File: src/rtl/if_fetch_stage.sv
// Instruction fetch stage: fetch PC, single-entry IF/ID output buffer, branch redirect.
// Optional HALT opcode detection is enabled by defining FETCH_HALT_DETECT_EN.
module if_fetch_stage #(
    parameter logic [15:0] RESET_PC    = 16'h0000,
    parameter logic [3:0]  HALT_OPCODE = 4'hF
) (
    input  logic        clk,
    input  logic        rst,
    input  logic        stall,
    input  logic        branch_taken,
    input  logic [15:0] branch_target,
    output logic        imem_req,
    output logic [15:0] imem_addr,
    input  logic [15:0] imem_rdata,
    input  logic        imem_ready,
    output logic [15:0] pc_out,
    output logic [15:0] pc_inc,
    output logic [15:0] instr,
    output logic        if_valid,
    output logic        ifid_wen,
    output logic        halted
);

`ifdef FETCH_HALT_DETECT_EN
    localparam logic HALT_DETECT = 1'b1;
`else
    localparam logic HALT_DETECT = 1'b0;
`endif

    typedef enum logic [1:0] {
        S_IDLE  = 2'd0,
        S_FETCH = 2'd1,
        S_HALT  = 2'd2
    } state_e;

    state_e      state_q, state_d;
    logic [15:0] fpc_q, fpc_d;
    logic [15:0] pc_out_q, pc_out_d;
    logic [15:0] pc_inc_q, pc_inc_d;
    logic [15:0] instr_q, instr_d;
    logic        if_valid_q, if_valid_d;
    logic        halted_q, halted_d;

    logic        consume;
    logic        fetch_done;
    logic        halt_hit;

    // A request is only issued when the buffer is empty or drains this cycle,
    // and never in a cycle that is being redirected.
    assign imem_req   = rst && (state_q == S_FETCH) && (!if_valid_q || !stall) && !branch_taken;
    assign imem_addr  = fpc_q;
    assign ifid_wen   = if_valid_q && !stall;
    assign consume    = if_valid_q && !stall;
    assign fetch_done = imem_req && imem_ready;
    assign halt_hit   = HALT_DETECT && (imem_rdata[15:12] == HALT_OPCODE);

    assign pc_out   = pc_out_q;
    assign pc_inc   = pc_inc_q;
    assign instr    = instr_q;
    assign if_valid = if_valid_q;
    assign halted   = halted_q;

    always_comb begin
        // NOTE: every signal gets a hold default first so no path leaves it unassigned (no latches).
        state_d    = state_q;
        fpc_d      = fpc_q;
        pc_out_d   = pc_out_q;
        pc_inc_d   = pc_inc_q;
        instr_d    = instr_q;
        if_valid_d = if_valid_q;
        halted_d   = halted_q;

        if (branch_taken) begin
            fpc_d      = branch_target;
            if_valid_d = 1'b0;
            halted_d   = 1'b0;
            state_d    = S_FETCH;
        end else begin
            if (fetch_done) begin
                pc_out_d   = fpc_q;
                pc_inc_d   = fpc_q + 16'd2;
                instr_d    = imem_rdata;
                if_valid_d = 1'b1;
                if (halt_hit) begin
                    halted_d = 1'b1;
                    state_d  = S_HALT;
                end else begin
                    fpc_d = fpc_q + 16'd2;
                end
            end else if (consume) begin
                if_valid_d = 1'b0;
            end

            if (state_q == S_IDLE) begin
                state_d = S_FETCH;
            end
        end
    end

    // NOTE: sequential state uses non-blocking assignments only; the combinational block above uses blocking.
    always_ff @(posedge clk) begin
        if (!rst) begin
            state_q    <= S_IDLE;
            fpc_q      <= RESET_PC;
            pc_out_q   <= 16'h0000;
            pc_inc_q   <= 16'h0000;
            instr_q    <= 16'h0000;
            if_valid_q <= 1'b0;
            halted_q   <= 1'b0;
        end else begin
            state_q    <= state_d;
            fpc_q      <= fpc_d;
            pc_out_q   <= pc_out_d;
            pc_inc_q   <= pc_inc_d;
            instr_q    <= instr_d;
            if_valid_q <= if_valid_d;
            halted_q   <= halted_d;
        end
    end

endmodule

File: config.mk
export PLATFORM = sky130hd
export DESIGN_NAME = if_fetch_stage
export DESIGN_NICKNAME = d
export VERILOG_FILES = /design/src/rtl/if_fetch_stage.sv
export SDC_FILE = /design/constraint.sdc
export NUM_CORES = 1
export LEC_CHECK = 0
export ABC_AREA = 1
export BUFFER_PORTS_ARGS = -buffer_cell sky130_fd_sc_hd__buf_4
export CAP_MARGIN = 25
export CORE_ASPECT_RATIO = 0.5
export CORE_UTILIZATION = 49
export DETAILED_ROUTE_END_ITERATION = 16
export GPL_TIMING_DRIVEN = 0
export HOLD_SLACK_MARGIN = 0.05
export PLACE_DENSITY = 0.82
export SYNTH_ARGS = -nofsm -noshare
export SYNTH_HDL_FRONTEND = slang
export SYNTH_SLANG_ARGS = --single-unit
File: constraint.sdc
create_clock -name clk -period 1.79 [get_ports clk]
set_clock_uncertainty 0.1 [all_clocks]
set_input_delay 0.0895 -clock clk [delete_from_list [all_inputs] [get_ports clk]]
set_output_delay 0.0895 -clock clk [all_outputs]
set_load 0.005 [all_outputs]
==> results.md <==
* Total GRT Usage at 29.7%
* Setup TNS Final at 0 ns
* Crit path from: imem_addr[1]$_SDFFE_PN0P_
* Worst Tran Pin Value at 0.615 ns
* Share of layout cells above drive strength 1 at 28.2%
* Initial antenna violation count at 0
* Placed cell count at 554
* Post-Syn Area per Cell at 7.39 um2
* Synth unique cells at 29
* Slew Limit Fails at 0
* Crit path time final at ~1.6 ns
* Crit path capture type: register
* CORE AREA at 5490 um2
* Hold Vio Cnt, Final at 0
* R2R Path Start: imem_addr[1]$_SDFFE_PN0P_
* Origin of the worst min-delay path: branch_target[8]
* Die Ht at 55.5 um
* CTS clk-pin slew, worst paths at 0.05 ns
* Starting Density at 51.0%
* P&R area growth vs syn at 54.2%
* Final nets at 564
* H-tree Lvls at 3
* Inserted Diodes at 0
* Most frequent cells in the layout: nand2_1, buf_4, dfxtp_1
* Routed WL at ~8500 um
* Clk root buf: clkbuf_16
* Reg2Reg Setup Slack at 0.18 ns
* Pwr Density at just under 900 nW/um2
* Clock Tree Buf Depth at 2
* Routability cong. at 0.881
* Global-route wire length before repair at 13,800 um
* Placed Area at 3660 um2
* CTS Buf Count at 9
* Cells after Synth at 379
* Hold crit path type: input port to register
* Critical path launch point type: register
* # rows at 19
* FMAX at 0.620 GHz
* Critical path class: register to register
* Cell area after synthesis at between 2000 and 3000 um2
* Ys Warns at 0
* Vias in the first global route at around 2,900
* Post-Layout Cell Count at 604
* Vias per cell at just over 5
* Initial DRC Count at approximately 260
* Sequential area share after synthesis at 46.5%
* Largest net degree at the start of global routing at 12
* # IOs at around 110
* Most common cell after layout, fill and taps aside: nand2_1
* Post-DP HPWL at 5590 um
* RSZ-0062 raised after global routing: no
* DRC at 0
* Port buffer count at 102
* Clk Latency, worst-skew pair at about 0.33 ns
* Max-cap check violation count at 0
* Slew Limit Headroom at 59.0%
* Syn nets at 417
* Grt ovf at 0
* Final instance area at 4320 um2
* Postcts setup bufs at 0
* Die area at 6040 um2
* VDD IR max at ~580 uV
* TritonCTS clock tree: done
* Die Wd at 109 um
* Post-DR wirelength/cell at 14.2 um
* Leak pwr at 0.00196 uW
* Final period utilization at 90.2%
* Crit path DAT at 1.71 ns
* Endpoints failing setup at 0
* DRT Pass-1 Iters at 5
* WP data required at 1.89 ns
* CTS Sinks at 65
* Yosys reg bits at 65
* Via count at 3,080
* Max Fanout on Critical Path at 7
* Status: complete, no violations
* Final ANT Viol Nets at 0
-- report_power, final --
group | internal, uW | switching (uW) | total [uW]
clock | 1210 | 612 | 1820
sequential | 1490 | 51.4 | 1550
combinational | 210 | 178 | 388
-- cells in the mapped netlist --
| cell | instances | area share [%] |
|---|---|---|
| dfxtp_1 | 65 | 46 |
| conb_1 | 1 | 0.13 |
| clkbuf_1 | 7 | 0.94 |
| a21oi_1 | 58 | 10 |
| a21o_1 | 1 | 0.27 |
| nor2_2 | 2 | 0.45 |
| nand4_1 | 4 | 0.89 |
| nand3_2 | 4 | 1.4 |
| a21boi_0 | 1 | 0.27 |
| buf_2 | 6 | 1.1 |
| o21a_1 | 1 | 0.27 |
| xor2_1 | 1 | 0.31 |
| buf_4 | 5 | 1.3 |
| inv_1 | 27 | 3.6 |
| nor2_1 | 21 | 2.8 |
| nand2_1 | 111 | 15 |
| buf_6 | 5 | 2.0 |
| nand2_4 | 1 | 0.40 |
| nand3_1 | 29 | 5.2 |
| o21ai_0 | 16 | 2.9 |
| inv_4 | 2 | 0.45 |
| clkinv_1 | 1 | 0.13 |
| ha_1 | 1 | 0.45 |
| nand4_4 | 1 | 0.76 |
| o21ai_1 | 1 | 0.18 |
| nor2_4 | 3 | 1.2 |
| xnor2_1 | 1 | 0.31 |
| o211ai_1 | 1 | 0.27 |
| inv_2 | 2 | 0.27 |
-- final cells by class --
type,instances,area (um2)
Tap cell,73,91.3
Sequential cell,65,1300
Inverter,32,125
Clock buffer,10,229
Buffer,23,150
Fill cell,383,1170
Timing Repair Buffer,136,1110
Multi-Input combinational cell,259,1230
Clock inverter,6,82.6
-- repair_timing --
item | in CTS | in global routing
hold endpoints to repair | 37 | 0
endpoints found under the setup margin | 0 | 5
resized for setup | 0 | 3
hold buffers | 34 | 0
-- worst max-delay path, cell delays in order, from the launching register on --
cell	delay (ns)
dfxtp_2	0.40
ha_1	0.24
nand3_1	0.16
nor2_4	0.18
nand2_1	0.08
nand3_2	0.09
nand2_1	0.06
nor2_1	0.11
nor2_1	0.05
-- worst paths after layout --
check | cells after the start | end
setup reg to reg | 8 | imem_addr[7]$_SDFFE_PN0P_
setup / recovery | 8 | imem_addr[7]$_SDFFE_PN0P_
hold reg to reg | 2 | instr[0]$_SDFFE_PN0P_
hold / removal | 5 | imem_addr[8]$_SDFFE_PN0P_
-- registers in the layout, indices dropped and copies added, names as in the netlist --
register   count
state_q        1
pc_inc        15
if_valid       1
imem_addr     16
pc_out        16
instr         16
-- kinds of logic (layout without fill, tap and decap cells) --
kind of cell,Yosys count,in the layout,synth area share (%)
simple gates,176,176,28.0
compound gates,79,79,14.5
flops,65,65,46.5
buf+inv,55,207,9.83
xor+xnor,2,2,0.626
fa+ha+maj,1,1,0.447
other cells,1,1,0.134
-- per-stage QoR --
| step | total power (uW) | utilization [%] | hold slack (ns) | setup WS (ns) |
|---|---|---|---|---|
| after floorplan | 1710 | - | 0.0799 | 0.343 |
| after detailed placement | 1890 | 66.6 | 0.203 | 0.0955 |
| after global routing | 3900 | 78.6 | 0.0685 | 0.0584 |
| after CTS | 3750 | 78.5 | 0.0549 | 0.0232 |
| final | 3750 | 78.6 | 0.0581 | 0.176 |
| after global placement | 1880 | 66.6 | 0.195 | 0.127 |
-- layer usage --
layer | vias to the layer above | global-route usage (%) | wire length, um
met5 | - | 0 | 0
met4 | 0 | 6.76 | 77
met3 | 11 | 7.79 | 678
met2 | 123 | 47.0 | 3970
met1 | 1439 | 40.6 | 3820
li1 | 1507 | - | -
No activity file was read; power rests on OpenSTA's default activity.
